`config.mk`:
```
export PLATFORM = sky130hd
export DESIGN_NAME = mc_control_unit
export DESIGN_NICKNAME = d
export VERILOG_FILES = /design/src/rtl/mc_control_unit.sv
export SDC_FILE = /design/constraint.sdc
export NUM_CORES = 1
export LEC_CHECK = 0
export BUFFER_PORTS_ARGS = -buffer_cell sky130_fd_sc_hd__buf_2
export CORE_MARGIN = 2
export CORE_UTILIZATION = 51
export DETAILED_ROUTE_END_ITERATION = 10
export PLACE_DENSITY = 0.8
export SLEW_MARGIN = 0
export SYNTH_ARGS = -nofsm -noshare
export SYNTH_HDL_FRONTEND = slang
export SYNTH_SLANG_ARGS = --single-unit
export TNS_END_PERCENT = 30
```
`constraint.sdc`:
```
create_clock -name clk -period 2.2 [get_ports clk]
set_input_delay 0.11 -clock clk [delete_from_list [all_inputs] [get_ports clk]]
set_output_delay 0.11 -clock clk [all_outputs]
set_load 0.005 [all_outputs]
```
`src/rtl/mc_control_unit.sv`:
```
// mc_control_unit: multi-cycle MIPS control FSM with variable-latency memory handshake, trap flags and retire counter
module mc_control_unit #(
    parameter int MEM_TIMEOUT = 16,
    parameter int CNT_W = 32,
    parameter bit ENABLE_EXT = 1'b1
) (
    input  logic             clk,
    input  logic             rst_n,
    input  logic [31:0]      inst,
    input  logic             zero,
    input  logic             mem_ready,
    output logic [2:0]       state,
    output logic             mem_req,
    output logic             mem_we,
    output logic             iord,
    output logic             ir_write,
    output logic             pc_write,
    output logic [1:0]       pc_src,
    output logic             alu_src_a,
    output logic [1:0]       alu_src_b,
    output logic [2:0]       alu_control,
    output logic             reg_dst,
    output logic             mem_to_reg,
    output logic             reg_write,
    output logic             retired,
    output logic [CNT_W-1:0] instret,
    output logic             illegal,
    output logic             timeout
);
    typedef enum logic [2:0] {FETCH, DECODE, EXEC, MEM, WB, TRAP} state_t;
    localparam logic [2:0] ALU_ADD = 3'b101;
    localparam logic [2:0] ALU_SUB = 3'b110;
    localparam int WC_W = MEM_TIMEOUT > 1 ? $clog2(MEM_TIMEOUT) : 1;
    state_t cur, nxt;
    logic [WC_W-1:0] wait_cnt;
    logic [2:0] r_alu;
    logic r_ok, is_r, is_lw, is_sw, is_addi, is_beq, is_bne, is_j;
    logic legal, waiting, expired, unused_fields;
    assign state = cur;
    assign is_r = inst[31:26] == 6'b000000;
    assign is_lw = inst[31:26] == 6'b100011;
    assign is_sw = inst[31:26] == 6'b101011;
    assign is_addi = inst[31:26] == 6'b001000;
    assign is_beq = inst[31:26] == 6'b000100;
    assign is_bne = ENABLE_EXT && inst[31:26] == 6'b000101;
    assign is_j = ENABLE_EXT && inst[31:26] == 6'b000010;
    assign legal = (is_r && r_ok) || is_lw || is_sw || is_addi || is_beq || is_bne || is_j;
    assign unused_fields = ^inst[25:6];
    // The would-be timeout cycle still completes if mem_ready arrives in it.
    assign waiting = cur == FETCH || cur == MEM;
    assign expired = MEM_TIMEOUT != 0 && waiting && !mem_ready && wait_cnt == WC_W'(MEM_TIMEOUT - 1);
    always_comb begin
        r_alu = ALU_ADD;
        r_ok = 1'b1;
        case (inst[5:0])
            6'b100000: r_alu = ALU_ADD;
            6'b100010: r_alu = ALU_SUB;
            6'b100100: r_alu = 3'b001;
            6'b100101: r_alu = 3'b011;
            6'b100110: r_alu = 3'b010;
            6'b101010: begin
                r_alu = 3'b111;
                r_ok = ENABLE_EXT;
            end
            default: r_ok = 1'b0;
        endcase
    end
    always_comb begin
        nxt = cur;
        mem_req = 1'b0;
        mem_we = 1'b0;
        iord = 1'b0;
        ir_write = 1'b0;
        pc_write = 1'b0;
        pc_src = 2'b00;
        alu_src_a = 1'b0;
        alu_src_b = 2'b00;
        alu_control = ALU_ADD;
        reg_dst = 1'b0;
        mem_to_reg = 1'b0;
        reg_write = 1'b0;
        retired = 1'b0;
        if (rst_n) begin
            case (cur)
                FETCH: begin
                    mem_req = 1'b1;
                    alu_src_b = 2'b01;
                    ir_write = mem_ready;
                    pc_write = mem_ready;
                    nxt = mem_ready ? DECODE : expired ? TRAP : FETCH;
                end
                DECODE: begin
                    alu_src_b = 2'b11;
                    pc_write = is_j;
                    pc_src = is_j ? 2'b10 : 2'b00;
                    retired = is_j;
                    nxt = !legal ? TRAP : is_j ? FETCH : EXEC;
                end
                EXEC: begin
                    alu_src_a = 1'b1;
                    if (is_r) begin
                        alu_control = r_alu;
                        nxt = WB;
                    end else if (is_beq || is_bne) begin
                        alu_control = ALU_SUB;
                        pc_src = 2'b01;
                        pc_write = is_beq ? zero : !zero;
                        retired = 1'b1;
                        nxt = FETCH;
                    end else begin
                        alu_src_b = 2'b10;
                        nxt = is_addi ? WB : MEM;
                    end
                end
                MEM: begin
                    mem_req = 1'b1;
                    iord = 1'b1;
                    mem_we = is_sw;
                    retired = mem_ready && is_sw;
                    nxt = mem_ready ? (is_sw ? FETCH : WB) : expired ? TRAP : MEM;
                end
                WB: begin
                    reg_write = 1'b1;
                    reg_dst = is_r;
                    mem_to_reg = is_lw;
                    retired = 1'b1;
                    nxt = FETCH;
                end
                default: nxt = TRAP;
            endcase
        end
    end
    always_ff @(posedge clk) begin
        if (!rst_n) begin
            cur <= FETCH;
            wait_cnt <= '0;
            instret <= '0;
            illegal <= 1'b0;
            timeout <= 1'b0;
        end else begin
            cur <= nxt;
            wait_cnt <= (waiting && !mem_ready && !expired) ? wait_cnt + WC_W'(1) : '0;
            if (retired) instret <= instret + CNT_W'(1);
            if (cur == DECODE && !legal) illegal <= 1'b1;
            if (expired) timeout <= 1'b1;
        end
    end
endmodule
```
==> reports/results.ini, run 1 <==
[outcome]
outcome=completed

[yosys]
netlist_area_um2=2700
synth-seq-cells=41
synth-edff-count=0
synth_cell_types=54
yosysWarningCount=0
netlist.area_leader.share_pct=30.4
ys_async_sr_fraction_pct=0
synth_common_cells=nand2_1 (60), dfxtp_1 (41), mux2i_1 (29), nand2b_1 (28), a21oi_1 (26)
yosysMostFrequentCell=nand2_1
synthFlopType=dfxtp_1
syn_inst=343
synth_largest_area_cell=dfxtp_1
syn-num-nets=381
synth-seq-area-share_pct=30.4
synthTopCellsByArea=dfxtp_1 (30%), mux2i_1 (11%), nand2_1 (8.3%)
syn-mean-instance-area_um2=7.88

[floorplan]
io_pins=90
die-area_um2=5900
die_h_um=76.8
core_area_um2=5110
fp.dieW_um=76.8
initial_core_util_pct=52.9
rows=26

[timing]
skew_ns=0.00821
finalCritPeriodShare_pct=94.8
whs_ns=0.239
tightest_slew_ns=0.545
slew_headroom_pct=63.5
fin_setup_tns_ns=0
fmax_mhz=480
hold_viol=0
timing.final.max_slew_violations=0
period_minus_slack_ns=2.09
rsz0062_at_grt=false
setup_viol=0

[drt]
vias_per_cell=5.52
drt_iter0_drc=137
highest_layer=met4
drcViolationCount=0
vias=2656
route.met2.wl_um=3130
route.final.wire_length_um=6520
wl_met3_um=319
final_antenna_net_count=0
wl_per_cell_um=13.6
drt-met1-wl_um=2990
dr.pass1.iters=4

[clock_tree]
htreeDepth=2
tritoncts=yes
ctsRootBufferMaster=clkbuf_8
cts_buffers=5
cts_sinks=41
clk_pin_slew_worst_paths_ns=0.08
ctsLongestPathBuffers=2
worstSkewPairLatency_ns=0.30

[setup_path]
worstSetupStartpointType=register
cp.required_ns=2.42
r2r-start=state[0]$_SDFF_PN0_
worstRegToRegCells=5
end_kind=register
reg2reg_to=instret[26]$_SDFFE_PN0P_
worst_ep_arrival_time_ns=2.31
r2r_setup_slack_ns=0.11
startpoint=state[0]$_SDFF_PN0_
crit_type=reg2reg
cp_max_fo=10

[placement]
gp_congestion=0.831
dp_hpwl_um=4840
portBuffers=69

[layout]
syn_to_final_growth_pct=19.3
n_fill_cell=460
drive_gt1_share_pct=24.8
final_nets=449
multi_input_area_um2=1770
regArea_um2=821
diodes=0

[power_and_ir_drop]
power_leakage_nw=1.30
p_per_area_nw_per_um2=458
total_power_w=0.00148
ir_drop_mv=0.260

[run]
drv_cap=0

[global_routing]
antenna_found_initial=0
grt_use_total_pct=22.1
grt-ovfl-total=0
grt_pass1_wl_um=10900
grt_max_degree=49
grt_pass1_vias=2464

[min_path]
worst_hold_path.endpoint=instret[27]$_SDFFE_PN0P_
hold_class=in2reg
min-delay-start=rst_n
worst_hold_path.num_cells=3

## how the worst max path moves through the flow
stage,to,slack [ns],depth (start not counted)
floorplan,instret[25]$_SDFFE_PN0P_,0.29,7
global placement,instret[25]$_SDFFE_PN0P_,0.17,5
detailed placement,instret[25]$_SDFFE_PN0P_,0.11,5
CTS,instret[25]$_SDFFE_PN0P_,0.08,5
global route,instret[14]$_SDFFE_PN0P_,0.02,6
finish,instret[26]$_SDFFE_PN0P_,0.11,5
## critical path: stages (launching register included)
cell and delay, ns:
dfxtp_1 0.44, nor2b_1 0.16, a41oi_1 0.20, or3_1 0.61
a211oi_1 0.36, mux2i_1 0.24
## layout by cell type, fill, tap and decap left out, types with 7 or more instances in the layout
cell type | netlist | routed
nand2b_1 | 28 | 28
and3_1 | 9 | 9
dfxtp_1 | 41 | 41
inv_1 | 10 | 10
a211oi_1 | 7 | 7
nand2_1 | 60 | 60
buf_4 | 0 | 10
nor2_1 | 22 | 22
mux2i_1 | 29 | 29
a21oi_1 | 26 | 26
nor3_1 | 7 | 7
nand4_1 | 11 | 11
buf_2 | 4 | 69
nand3_1 | 14 | 14
## area by class of cell
class / count / area share (%)
clock buffer: 6 / 2.56
clock inverter: 1 / 0.233
timing repair buffer: 79 / 13.0
sequential: 41 / 25.4
inverter: 10 / 1.16
multi-input combinational: 274 / 54.8
tap: 70 / 2.72
## routing by layer
metal  up-vias  track usage (%)
li1       1350                -
met1      1224             27.1
met2        72             39.1
met3        10             4.24
met4         0             6.55
met5         -                0
## metrics by stage
step / cell area, um^2 / cells / utilization, % / setup slack (ns)
3_5_place_dp: 3130 / 474 / 61.3 / 0.109
6_report: 3230 / 481 / 63.2 / 0.115
3_3_place_gp: 3130 / 474 / 61.3 / 0.165
5_1_grt: 3230 / 481 / 63.2 / 0.0151
4_1_cts: 3220 / 481 / 63.1 / 0.0842
2_1_floorplan: 2700 / 343 / - / 0.288
## flip-flops by register name, indices dropped and copies added, names as in the netlist
name	flops
timeout	1
wait_cnt	4
illegal	1
state	3
instret	32
## power breakdown
group,switching [W],internal (W),total [W]
clock network,0.000269,0.000248,0.000517
registers,0.0000134,0.000752,0.000766
logic,0.000116,0.0000793,0.000195
total,0.000399,0.00108,0.00148
## logic make-up (layout without fill, tap and decap cells)
kind of cell / after synthesis / count (layout) / synth area share, %
AND/OR/NAND/NOR: 175 / 175 / 34.6
adder cells (fa/ha/maj): 2 / 2 / 0.925
XOR/XNOR: 4 / 4 / 1.30
flip-flops: 41 / 41 / 30.4
multiplexers: 29 / 29 / 10.7
AO/OA/AOI/OAI: 64 / 64 / 17.7
buffers and inverters: 28 / 96 / 4.40
## repair_timing
| action | CTS | global route |
|---|---|---|
| hold buffers | 0 | 0 |
| resized for setup | 0 | 1 |
| buffers inserted | 0 | 0 |
| endpoints found under the setup margin | 0 | 2 |
No activity file was read; power rests on OpenSTA's default activity.
==> run 2, diff against run 1 <==
--- a/config.mk
+++ b/config.mk
@@ -7,9 +7,9 @@
 export LEC_CHECK = 0
 export BUFFER_PORTS_ARGS = -buffer_cell sky130_fd_sc_hd__buf_2
 export CORE_MARGIN = 2
-export CORE_UTILIZATION = 51
+export CORE_UTILIZATION = 46
 export DETAILED_ROUTE_END_ITERATION = 10
-export PLACE_DENSITY = 0.8
+export PLACE_DENSITY = 0.76
 export SLEW_MARGIN = 0
 export SYNTH_ARGS = -nofsm -noshare
 export SYNTH_HDL_FRONTEND = slang
==> constraint.sdc (replaced) <==
create_clock -name clk -period 1.9 [get_ports clk]
set_input_delay 0.19 -clock clk [delete_from_list [all_inputs] [get_ports clk]]
set_output_delay 0.19 -clock clk [all_outputs]
set_load 0.005 [all_outputs]
==> reports/results.ini, run 2 (same netlist as run 1, synthesis figures left out) <==
[outcome]
outcome=completed

[clock_tree]
postCtsHoldBufs=0
tritoncts=yes
clk_pin_slew_worst_paths_ns=0.08
cts_buffers=5
worstSkewPairLatency_ns=0.30
cts_sinks=41
ctsLongestPathBuffers=2
htreeDepth=2
ctsRootBufferMaster=clkbuf_8

[global_routing]
grt_use_total_pct=22.3
antenna_found_initial=0
grt_pass1_wl_um=11500
grt_pass1_vias=2561
grt_max_degree=34
grt-ovfl-total=0

[setup_path]
cp_max_fo=7
worstSetupStartpointType=register
worst_ep_arrival_time_ns=2.12
crit_type=reg2reg
end_kind=register
cp.required_ns=2.13

[run]
drv_cap=0

[drt]
wl_per_cell_um=14.4
drt-met1-wl_um=3190
vias_per_cell=5.52
route.met2.wl_um=3710
vias=2831
dr.pass1.iters=4
drt_iter0_drc=157
highest_layer=met4
route.final.wire_length_um=7400
drcViolationCount=0
final_antenna_net_count=0
wl_met3_um=452

[timing]
tightest_slew_ns=0.422
timing.final.max_slew_violations=0
whs_ns=0.210
fmax_mhz=530
period_minus_slack_ns=1.89
rsz0062_at_grt=true
setup_viol=0
skew_ns=0.0111
hold_viol=0
fin_setup_tns_ns=0
slew_headroom_pct=71.9
finalCritPeriodShare_pct=99.4

[power_and_ir_drop]
p_per_area_nw_per_um2=486
power_leakage_nw=1.47
ir_drop_mv=0.386
total_power_w=0.00175

[layout]
regArea_um2=826
registers.top_by_ff_count=instret
mostFrequentLayoutCell=buf_2
n_fill_cell=483
multi_input_area_um2=1900
syn_to_final_growth_pct=33.5
mostFrequentLayoutCells=buf_2 (69), nand2_1 (58), dfxtp_1 (39)
largest_reg_flops=32
diodes=0
final_nets=479
drive_gt1_share_pct=35.4

[floorplan]
core_area_um2=5610
initial_core_util_pct=48.2
rows=27
die_h_um=80.7
die-area_um2=6510
io_pins=90
fp.dieW_um=80.7

[placement]
portBuffers=69
dp_hpwl_um=5370
gp_congestion=0.834

[min_path]
hold_class=in2reg

## run 2: changes by cell type in the layout (fill, tap and decap cells not counted), moves of 2 or more
| cell | change |
|---|---|
| buf_4 | +25 |
| dfxtp_1 | -2 |
| nor2b_1 | -2 |
| a21boi_2 | +3 |
| nor2b_4 | +2 |
| nand2_1 | -2 |
| buf_6 | +5 |
| a21oi_2 | +9 |
| a21oi_1 | -10 |
| a21boi_1 | -2 |
## run 2: what timing repair did
action                                  CTS  global route
cloned                                    0             1
buffers inserted                          0             1
endpoints found under the setup margin   13            27
pin swaps                                 0             9
resized for setup                         3            39
## run 2: metrics by stage
| stage | std cells | worst slack, ns | area (um^2) | util (%) |
|---|---|---|---|---|
| after floorplan | 343 | 0.0733 | 2710 | - |
| after global placement | 504 | -0.0284 | 3340 | 59.6 |
| after detailed placement | 504 | -0.109 | 3340 | 59.6 |
| after CTS | 511 | 0.00180 | 3450 | 61.5 |
| after global routing | 513 | -0.0578 | 3610 | 64.4 |
| final | 513 | 0.0123 | 3610 | 64.4 |
## run 2: per-layer routing
| metal | vias up | GRT usage [%] |
|---|---|---|
| li1 | 1413 | - |
| met1 | 1326 | 27.1 |
| met2 | 88 | 38.8 |
| met3 | 4 | 4.83 |
| met4 | 0 | 7.46 |
| met5 | - | 0 |
## run 2: path summary, 6_finish.rpt
path | from | end | slack (ns) | cells after the start
max | state[0]$_SDFF_PN0_ | instret[28]$_SDFFE_PN0P_ | 0.01 | 6
max reg2reg | state[0]$_SDFF_PN0_ | instret[28]$_SDFFE_PN0P_ | 0.01 | 6
min reg2reg | illegal$_SDFFE_PN0P_ | illegal$_SDFFE_PN0P_ | 0.47 | 1
min | rst_n | state[0]$_SDFF_PN0_ | 0.21 | 2
## run 2: worst max-delay path, cell delays in order, from the launching register on
cell	delay, ns
dfxtp_4	0.37
buf_4	0.15
nor2b_4	0.13
a41oi_4	0.06
or3_4	0.49
a2111oi_4	0.40
mux2i_1	0.21
## run 2: final cells by class
cell class / instances / area share [%]
Tap cell: 72 / 2.50
Inverter: 10 / 1.04
Clock inverter: 1 / 0.208
Multi-Input combinational cell: 274 / 52.7
Sequential cell: 41 / 22.9
Clock buffer: 6 / 2.29
Timing Repair Buffer: 109 / 18.4
## run 2: power by group
part	internal, W	leakage [nW]	switching (W)	total [W]
combinational	0.000126	1.09	0.000155	0.000281
clock	0.000287	0.0433	0.000297	0.000584
sequential	0.000872	0.332	0.0000155	0.000888
==> run 3, diff against run 2 <==
--- a/config.mk
+++ b/config.mk
@@ -6,6 +6,7 @@
 export NUM_CORES = 1
 export LEC_CHECK = 0
 export BUFFER_PORTS_ARGS = -buffer_cell sky130_fd_sc_hd__buf_2
+export CORE_ASPECT_RATIO = 0.7
 export CORE_MARGIN = 2
 export CORE_UTILIZATION = 46
 export DETAILED_ROUTE_END_ITERATION = 10
==> reports/results.ini, run 3 (same netlist as run 1, synthesis figures left out) <==
[layout]
registers.top_by_ff_count=instret
mostFrequentLayoutCells=buf_2 (69), nand2_1 (58), dfxtp_1 (39), buf_4 (39), mux2i_1 (29)
mostFrequentLayoutCell=buf_2
syn_to_final_growth_pct=32.7
regArea_um2=823
multi_input_area_um2=1830
final_cell_count_no_fill=519
n_fill_cell=510
diodes=0
drive_gt1_share_pct=33.1
final_nets=481
largest_reg_flops=32

[drt]
drt_iter0_drc=139
dr.pass1.iters=4
route.final.wire_length_um=7690
vias_per_cell=5.49
final_antenna_net_count=0
vias=2849
drcViolationCount=0
wl_per_cell_um=14.8

[power_and_ir_drop]
p_per_area_nw_per_um2=557
power_leakage_nw=1.49
ir_drop_mv=0.348
total_power_w=0.00200

[setup_path]
crit_type=reg2reg
worstSetupStartpointType=register
worstRegToRegCells=6
cp.required_ns=2.14
startpoint=instret[6]$_SDFFE_PN0P_
r2r-start=instret[6]$_SDFFE_PN0P_
worst_ep_arrival_time_ns=2.15
end_kind=register
cp_max_fo=12
reg2reg_to=instret[19]$_SDFFE_PN0P_
r2r_setup_slack_ns=-0.006

[global_routing]
grt_max_degree=59
grt_use_total_pct=23.7
antenna_found_initial=0
grt-ovfl-total=0
grt_pass1_vias=2551
grt_pass1_wl_um=11900

[min_path]
worst_hold_path.endpoint=state[0]$_SDFF_PN0_
worst_hold_path.num_cells=2
min-delay-start=rst_n
hold_class=in2reg

[timing]
tightest_slew_ns=0.546
skew_ns=0.00605
setup_viol=1
fmax_mhz=525
hold_viol=0
finalCritPeriodShare_pct=100
timing.final.max_slew_violations=0
whs_ns=0.202
period_minus_slack_ns=1.91
fin_setup_tns_ns=-0.00565
slew_headroom_pct=63.6
fin_ws_ns=-0.00565

[floorplan]
core_area_um2=5700
io_pins=90
die_h_um=68.1
die-area_um2=6520
initial_core_util_pct=47.5
fp.dieW_um=95.6
rows=23

[placement]
gp_congestion=0.931
portBuffers=69
place_ws_ns=-0.103
dp_hpwl_um=5480
dp.cells=510

[clock_tree]
tritoncts=yes
clk_pin_slew_worst_paths_ns=0.08
cts_sinks=41
postCtsHoldBufs=0
ctsLongestPathBuffers=2
cts_buffers=5
htreeDepth=2
ctsRootBufferMaster=clkbuf_8
worstSkewPairLatency_ns=0.30

[outcome]
failed_checks=setup timing
outcome=finished, violations left

[run]
drv_cap=0

[run 3: per-layer routing]
| metal | share of wire, % | routed length, um | up-vias | track usage [%] |
|---|---|---|---|---|
| li1 | - | - | 1416 | - |
| met1 | 48 | 3720 | 1351 | 33.4 |
| met2 | 46 | 3500 | 78 | 36.3 |
| met3 | 5.7 | 437 | 4 | 5.07 |
| met4 | 0.40 | 31 | 0 | 7.32 |
| met5 | 0 | 0 | - | 0 |
[run 3: critical path, cell delays in order (launching register included)]
cell       delay, ns
dfxtp_1         0.40
nand4_1         0.20
nor3_2          0.34
buf_6           0.20
nand4_1         0.15
a2111oi_1       0.40
o21bai_1        0.16
[run 3: repair_timing]
| action | in CTS | in global routing |
|---|---|---|
| resized for setup | 6 | 16 |
| hold endpoints to repair | 0 | 0 |
| setup endpoints to repair | 22 | 29 |
| pin swaps | 0 | 4 |
| cloned | 0 | 0 |
| buffers inserted | 0 | 1 |
[run 3: final cells by class]
type	instances	area share, %
multi-input cells	274	50.9
well taps	75	2.62
flip-flops and latches	41	23.0
clock buffers	5	1.92
repair buffers	111	18.7
clock inverters	3	1.81
inverters	10	1.05
[run 3: per-stage QoR]
step | area, um^2 | util [%]
floorplan | 2710 | -
global placement | 3370 | 59.1
detailed placement | 3370 | 59.1
CTS | 3520 | 61.8
global route | 3590 | 63.0
finish | 3590 | 63.0
[run 3: worst max-delay path by stage]
stage                                     to  slack (ns)
floorplan           instret[25]$_SDFFE_PN0P_        0.07
global placement    instret[27]$_SDFFE_PN0P_       -0.07
detailed placement   instret[7]$_SDFFE_PN0P_       -0.10
CTS                 instret[25]$_SDFFE_PN0P_        0.01
global route        instret[19]$_SDFFE_PN0P_       -0.07
finish              instret[19]$_SDFFE_PN0P_      -0.006
[run 3: power breakdown]
group | switching, W | total (W) | leakage [nW] | internal, W
Combinational | 0.000156 | 0.000271 | 1.09 | 0.000115
Sequential | 0.0000123 | 0.000884 | 0.332 | 0.000872
Clock | 0.000322 | 0.000844 | 0.0681 | 0.000522
